[config.mk]
export PLATFORM = sky130hd
export DESIGN_NAME = mult_div_unit
export DESIGN_NICKNAME = d
export VERILOG_FILES = /design/src/rtl/mdu_pkg.sv /design/src/rtl/mdu_step.sv /design/src/rtl/mult_div_unit.sv
export SDC_FILE = /design/constraint.sdc
export NUM_CORES = 1
export LEC_CHECK = 0
export BUFFER_PORTS_ARGS = -buffer_cell sky130_fd_sc_hd__buf_2
export CAP_MARGIN = 0
export CORE_ASPECT_RATIO = 1.5
export CORE_UTILIZATION = 60
export CTS_BUF_LIST = sky130_fd_sc_hd__clkbuf_4 sky130_fd_sc_hd__clkbuf_8 sky130_fd_sc_hd__clkbuf_16
export DETAILED_ROUTE_END_ITERATION = 16
export GPL_TIMING_DRIVEN = 1
export PLACE_DENSITY = 0.86
export SETUP_SLACK_MARGIN = 0.2
export SLEW_MARGIN = 15
export SYNTH_ARGS = -nofsm -noshare
export SYNTH_HDL_FRONTEND = slang
export SYNTH_SLANG_ARGS = --single-unit
[constraint.sdc]
create_clock -name clock -period 4.15 [get_ports clock]
set_clock_uncertainty 0.2 [all_clocks]
set_input_delay 1.0375 -clock clock [delete_from_list [all_inputs] [get_ports clock]]
set_output_delay 1.0375 -clock clock [all_outputs]
set_load 0.01 [all_outputs]
[src/rtl/mdu_pkg.sv]
// Shared definitions for the multiply/divide unit and the control FSM that drives it.
package mdu_pkg;

  localparam int MDU_WIDTH = 32;

  localparam logic [1:0] OP_MULT = 2'b00;
  localparam logic [1:0] OP_DIV  = 2'b01;

  typedef enum logic [1:0] {
    ST_IDLE = 2'b00,
    ST_RUN  = 2'b01,
    ST_FIX  = 2'b10,
    ST_DONE = 2'b11
  } state_t;

endpackage

[src/rtl/mdu_step.sv]
// One iteration of the magnitude datapath: shift-add for multiply,
// trial-subtract/restore for divide, over a {hi, lo} accumulator pair.
module mdu_step
  import mdu_pkg::*;
#(
  parameter int WIDTH = MDU_WIDTH
) (
  input  logic             is_div,
  input  logic [WIDTH-1:0] acc_hi,
  input  logic [WIDTH-1:0] acc_lo,
  input  logic [WIDTH-1:0] opnd,
  output logic [WIDTH-1:0] nxt_hi,
  output logic [WIDTH-1:0] nxt_lo
);

  logic [WIDTH:0] sum;
  logic [WIDTH:0] trial;
  logic [WIDTH:0] diff;

  // Multiply: add multiplicand when the current multiplier bit is set, then shift right.
  // Divide: shift in the next dividend bit, keep the difference only if it did not borrow.
  always_comb begin
    sum    = {1'b0, acc_hi} + (acc_lo[0] ? {1'b0, opnd} : '0);
    trial  = {acc_hi, acc_lo[WIDTH-1]};
    diff   = trial - {1'b0, opnd};
    nxt_hi = sum[WIDTH:1];
    nxt_lo = {sum[0], acc_lo[WIDTH-1:1]};
    if (is_div) begin
      if (!diff[WIDTH]) begin
        nxt_hi = diff[WIDTH-1:0];
        nxt_lo = {acc_lo[WIDTH-2:0], 1'b1};
      end else begin
        nxt_hi = trial[WIDTH-1:0];
        nxt_lo = {acc_lo[WIDTH-2:0], 1'b0};
      end
    end
  end

endmodule

[src/rtl/mult_div_unit.sv]
// Multi-cycle signed multiply/divide unit with HI/LO result registers.
// Operates on magnitudes for WIDTH iterations, then applies signs in a FIX cycle.
module mult_div_unit
  import mdu_pkg::*;
#(
  parameter int WIDTH = MDU_WIDTH,
  parameter int CNT_W = 5
) (
  input  logic             clock,
  input  logic             Reset_n,
  input  logic             start,
  input  logic [1:0]       op,
  input  logic [WIDTH-1:0] a_in,
  input  logic [WIDTH-1:0] b_in,
  output logic             busy,
  output logic             done,
  output logic             div_zero,
  output logic [WIDTH-1:0] hi,
  output logic [WIDTH-1:0] lo
);

  state_t             state;
  logic [CNT_W-1:0]   cnt;
  logic               is_div;
  logic               neg_q;
  logic               neg_r;
  logic [WIDTH-1:0]   acc_hi;
  logic [WIDTH-1:0]   acc_lo;
  logic [WIDTH-1:0]   opnd;
  logic [WIDTH-1:0]   nxt_hi;
  logic [WIDTH-1:0]   nxt_lo;
  logic               accept;
  logic               div_by_zero;
  logic               op_div;
  logic [WIDTH-1:0]   a_mag;
  logic [WIDTH-1:0]   b_mag;
  logic [2*WIDTH-1:0] prod_fix;
  logic [WIDTH-1:0]   hi_fix;
  logic [WIDTH-1:0]   lo_fix;

  // Two's-complement magnitude; the most negative value maps to 2^(WIDTH-1) exactly.
  function automatic logic [WIDTH-1:0] magnitude(input logic signed [WIDTH-1:0] x);
    return x[WIDTH-1] ? WIDTH'(-x) : WIDTH'(x);
  endfunction

  function automatic logic [WIDTH-1:0] cond_neg(input logic neg, input logic [WIDTH-1:0] x);
    return neg ? WIDTH'(-x) : x;
  endfunction

  function automatic logic [2*WIDTH-1:0] cond_neg2(input logic neg, input logic [2*WIDTH-1:0] x);
    return neg ? (2*WIDTH)'(-x) : x;
  endfunction

  assign op_div      = (op == OP_DIV);
  assign accept      = (state == ST_IDLE) && start && !op[1];
  assign div_by_zero = accept && op_div && (b_in == '0);
  assign a_mag       = magnitude(a_in);
  assign b_mag       = magnitude(b_in);

  mdu_step #(.WIDTH(WIDTH)) u_step (
    .is_div (is_div),
    .acc_hi (acc_hi),
    .acc_lo (acc_lo),
    .opnd   (opnd),
    .nxt_hi (nxt_hi),
    .nxt_lo (nxt_lo)
  );

  // Sign correction applied during FIX: product negated as a whole, quotient truncates
  // toward zero, remainder follows the dividend.
  always_comb begin
    prod_fix = cond_neg2(neg_q, {acc_hi, acc_lo});
    hi_fix   = prod_fix[2*WIDTH-1:WIDTH];
    lo_fix   = prod_fix[WIDTH-1:0];
    if (is_div) begin
      hi_fix = cond_neg(neg_r, acc_hi);
      lo_fix = cond_neg(neg_q, acc_lo);
    end
  end

  // Control FSM with registered busy/done/div_zero.
  always_ff @(posedge clock or negedge Reset_n) begin
    if (!Reset_n) begin
      state    <= ST_IDLE;
      cnt      <= '0;
      busy     <= 1'b0;
      done     <= 1'b0;
      div_zero <= 1'b0;
    end else begin
      case (state)
        ST_IDLE: begin
          done     <= 1'b0;
          div_zero <= 1'b0;
          if (accept) begin
            busy <= 1'b1;
            if (div_by_zero) begin
              state    <= ST_DONE;
              done     <= 1'b1;
              div_zero <= 1'b1;
            end else begin
              state <= ST_RUN;
              cnt   <= CNT_W'(WIDTH - 1);
            end
          end
        end
        ST_RUN: begin
          if (cnt == '0) state <= ST_FIX;
          else           cnt   <= cnt - 1'b1;
        end
        ST_FIX: begin
          state <= ST_DONE;
          done  <= 1'b1;
        end
        default: begin
          state    <= ST_IDLE;
          busy     <= 1'b0;
          done     <= 1'b0;
          div_zero <= 1'b0;
        end
      endcase
    end
  end

  // Operand capture, iteration accumulator, and HI/LO load at the end of FIX.
  always_ff @(posedge clock or negedge Reset_n) begin
    if (!Reset_n) begin
      is_div <= 1'b0;
      neg_q  <= 1'b0;
      neg_r  <= 1'b0;
      acc_hi <= '0;
      acc_lo <= '0;
      opnd   <= '0;
      hi     <= '0;
      lo     <= '0;
    end else begin
      if (accept) begin
        is_div <= op_div;
        neg_q  <= a_in[WIDTH-1] ^ b_in[WIDTH-1];
        neg_r  <= a_in[WIDTH-1];
        acc_hi <= '0;
        acc_lo <= op_div ? a_mag : b_mag;
        opnd   <= op_div ? b_mag : a_mag;
      end else if (state == ST_RUN) begin
        acc_hi <= nxt_hi;
        acc_lo <= nxt_lo;
      end else if (state == ST_FIX) begin
        hi <= hi_fix;
        lo <= lo_fix;
      end
    end
  end

endmodule

==> results.md <==
- Initial antenna violation count: 3
- Period minus WS final: 3.81 ns
- Num rows: 69
- Most used flip-flop cell after synthesis: dfrtp_1
- CTS tree: built
- Crit-path max cell delay: 0.65 ns
- Fmax: 262 MHz
- Critical path arrival: 3.95 ns
- Die footprint: 25100 um^2
- Die Y: 194 um
- Met3 WL post-DR: 3.53 mm
- Final worst slack: 0.339 ns
- Share of cells above drive strength 1: 14.0%
- Antenna Nets Post-Route: 0
- Hold Buf Count CTS: 0
- Setup crit end kind: flop
- Core area: 23800 um^2
- Met2 WL: 24.3 mm
- Post-synth EDFFs: 0
- Lkg Pwr: 0.00719 uW
- Pre-Repair DR Iteration Count: 5
- Crit path top cell by count: or4_4
- Final period util: 91.8%
- Status: finished clean
- Worst slew pin tran: 0.905 ns
- Worst vdd ir: 0.476 mV
- Chip Width: 130 um
- Layout area overhead: 12.6%
- Cell count after placement: 2256
- Largest net degree at the start of global routing: 112
- Routed wire length per instance: 22.1 um
- CTS resizes: 0
- Pre-CTS setup slack: 0.230 ns
- Setup violators final: 0
- Worst EP required: 4.29 ns
- Final Max Tran Viols: 0
- Final nets: 2101
- Clock-pin slew on the worst setup and hold paths: 0.07 ns
- Number of global-route vias before repair: 14.6k
- Fin cells: 2291
- First-pass GRT wire length: 78.8 mm
- Setup TNS: 0 ns
- Num Clock Sinks: 173
- Via count: 14.9k
- CTS max path bufs: 2
- Port-buffer cells: 135
- GP Congestion: 1.07
- YS warnings: 0
- Fillers: 2042
- Post-synth cell types: 75
- MaxCap Viol Count: 0
- Mapped cell area: 14700 um^2
- Cell breakdown of the critical path: or4_4, or4_4, or4_4, nor4_4, buf_4, a21oi_2, nor2_2, o21ai_2, xor2_1, mux2_4
- HPWL Detailed: 37.7 mm
- Post-Synthesis Net Count: 2001
- Max layer used: met5
- Hold Vio Cnt, Final: 0
- Io pins: 136
- CP Launch Type: flop
- Slew headroom: 39.2%
- Yosys reg bits: 173
- Power density over the cells: 945 nW/um^2
- Post-Route WL: 50.6 mm
- CTS Buf Count: 17
- Root Driver: clkbuf_16
- Mapped Cells: 1856
- Grt total ovfl: 0
- CP delay by family, top: simple AND/OR/NAND/NOR gates
- Asr flop ratio synth: 100%
- Post-CTS setup repair buffer count: 0
- Crit-path slowest cell: or4_4
- Syn_area_per_cell: 7.90 um^2
- M1 WL: 17.5 mm
- Initial Util: 61.6%
- Seq/Total Area, Yosys: 29.5%
- Mean number of vias per cell: 6.52
- Critical path type: reg2reg
- Worst Hold Class: in2async
- H-tree depth: 4
- Drt drc: 0
- DP Area: 15800 um^2
- Later-pin clock latency in the skew report: 0.46 ns
- RSZ-0062 raised after global routing: yes
- DR iter-0 viols: 1236
- Worst Path Buf+Inv: 1
- GRT Total Usage: 41.7%
- Post-layout instance area: 16500 um^2
- Critical-path maximum fanout: 6
[metrics by stage]
stage               hold WS [ns]  utilization [%]  power, uW
CTS                        0.289             69.2      15300
finish                     0.285             69.3      15600
detailed placement         0.272             66.5      13400
global route               0.313             69.3      16700
global placement           0.261             66.5      13200
floorplan                  0.250                -      10200
[worst paths after layout]
| path | from | end | slack, ns | cells after the start |
|---|---|---|---|---|
| max in group asynchronous | Reset_n | is_div | 2.51 | 2 |
| min reg2reg | opnd[22] | opnd[22] | 0.28 | 2 |
| min | Reset_n | acc_lo[13] | 0.28 | 1 |
| max reg2reg | acc_lo[19] | hi[31] | 0.34 | 10 |
| min in group clock | opnd[22] | opnd[22] | 0.29 | 2 |
| max | acc_lo[19] | hi[31] | 0.34 | 10 |
[layout make-up]
| cell class | instances | area [um^2] | area share, % |
|---|---|---|---|
| inverter | 63 | 236 | 1.43 |
| sequential | 173 | 4330 | 26.2 |
| antenna | 3 | 7.51 | 0.0454 |
| timing repair buffer | 196 | 1170 | 7.07 |
| multi-input combinational | 1505 | 9730 | 58.9 |
| tap | 319 | 399 | 2.42 |
| clock buffer | 17 | 425 | 2.58 |
| clock inverter | 15 | 223 | 1.35 |
[placed cells by master (no fill, tap or decap), drive strengths merged, types with 17 or more instances in the layout]
master	count
a21o	25
a21oi	169
a31oi	23
buf	196
clkbuf	17
dfrtp	173
ha	74
inv	70
mux2i	56
nand2	191
nand3	26
nor2	187
nor3	33
o211ai	51
o21ai	187
o31ai	31
or3	23
or4	21
xnor2	85
xor2	86
[registers in the layout, summed over array words and instances (netlist names), 2 cells and up]
name,flops
acc_lo,32
hi,32
lo,32
acc_hi,32
cnt,5
opnd,32
state,2
[per-layer routing]
layer	GRT usage, %	up-vias
li1	-	6932
met3	10.6	265
met5	0	-
met4	38.0	2
met2	68.0	715
met1	43.3	7023
[synthesized netlist by cell type, types with 18 or more instances]
cell type | number | area [um^2]
nand3_1 | 26 | 130
dfrtp_1 | 173 | 4330
xnor2_1 | 85 | 744
a21o_1 | 25 | 188
inv_1 | 62 | 233
o21ai_0 | 186 | 931
a31oi_1 | 23 | 144
ha_1 | 74 | 926
mux2i_1 | 56 | 561
or3_1 | 23 | 144
clkbuf_1 | 101 | 379
or4_1 | 18 | 135
o211ai_1 | 51 | 383
nor3_1 | 33 | 165
nand2_1 | 191 | 717
nor2_1 | 186 | 698
xor2_1 | 86 | 753
a21oi_1 | 166 | 831
o31ai_1 | 31 | 233
[cell families after synthesis]
kind of cell | count (synthesis) | synth area share (%)
muxes | 72 | 5.07
adders and majority gates | 76 | 6.58
DFF | 173 | 29.5
buffers and inverters | 178 | 4.62
xor gates and xnor gates | 171 | 10.2
and+or+nand+nor | 577 | 18.2
AOI/OAI and AO/OA | 609 | 25.8
[where the power goes]
part           leakage [uW]  internal (uW)  switching (uW)
combinational       0.00484           4090            6240
sequential          0.00204           2490             984
clock              0.000309            982             810
(Power assumes the default switching activity.)
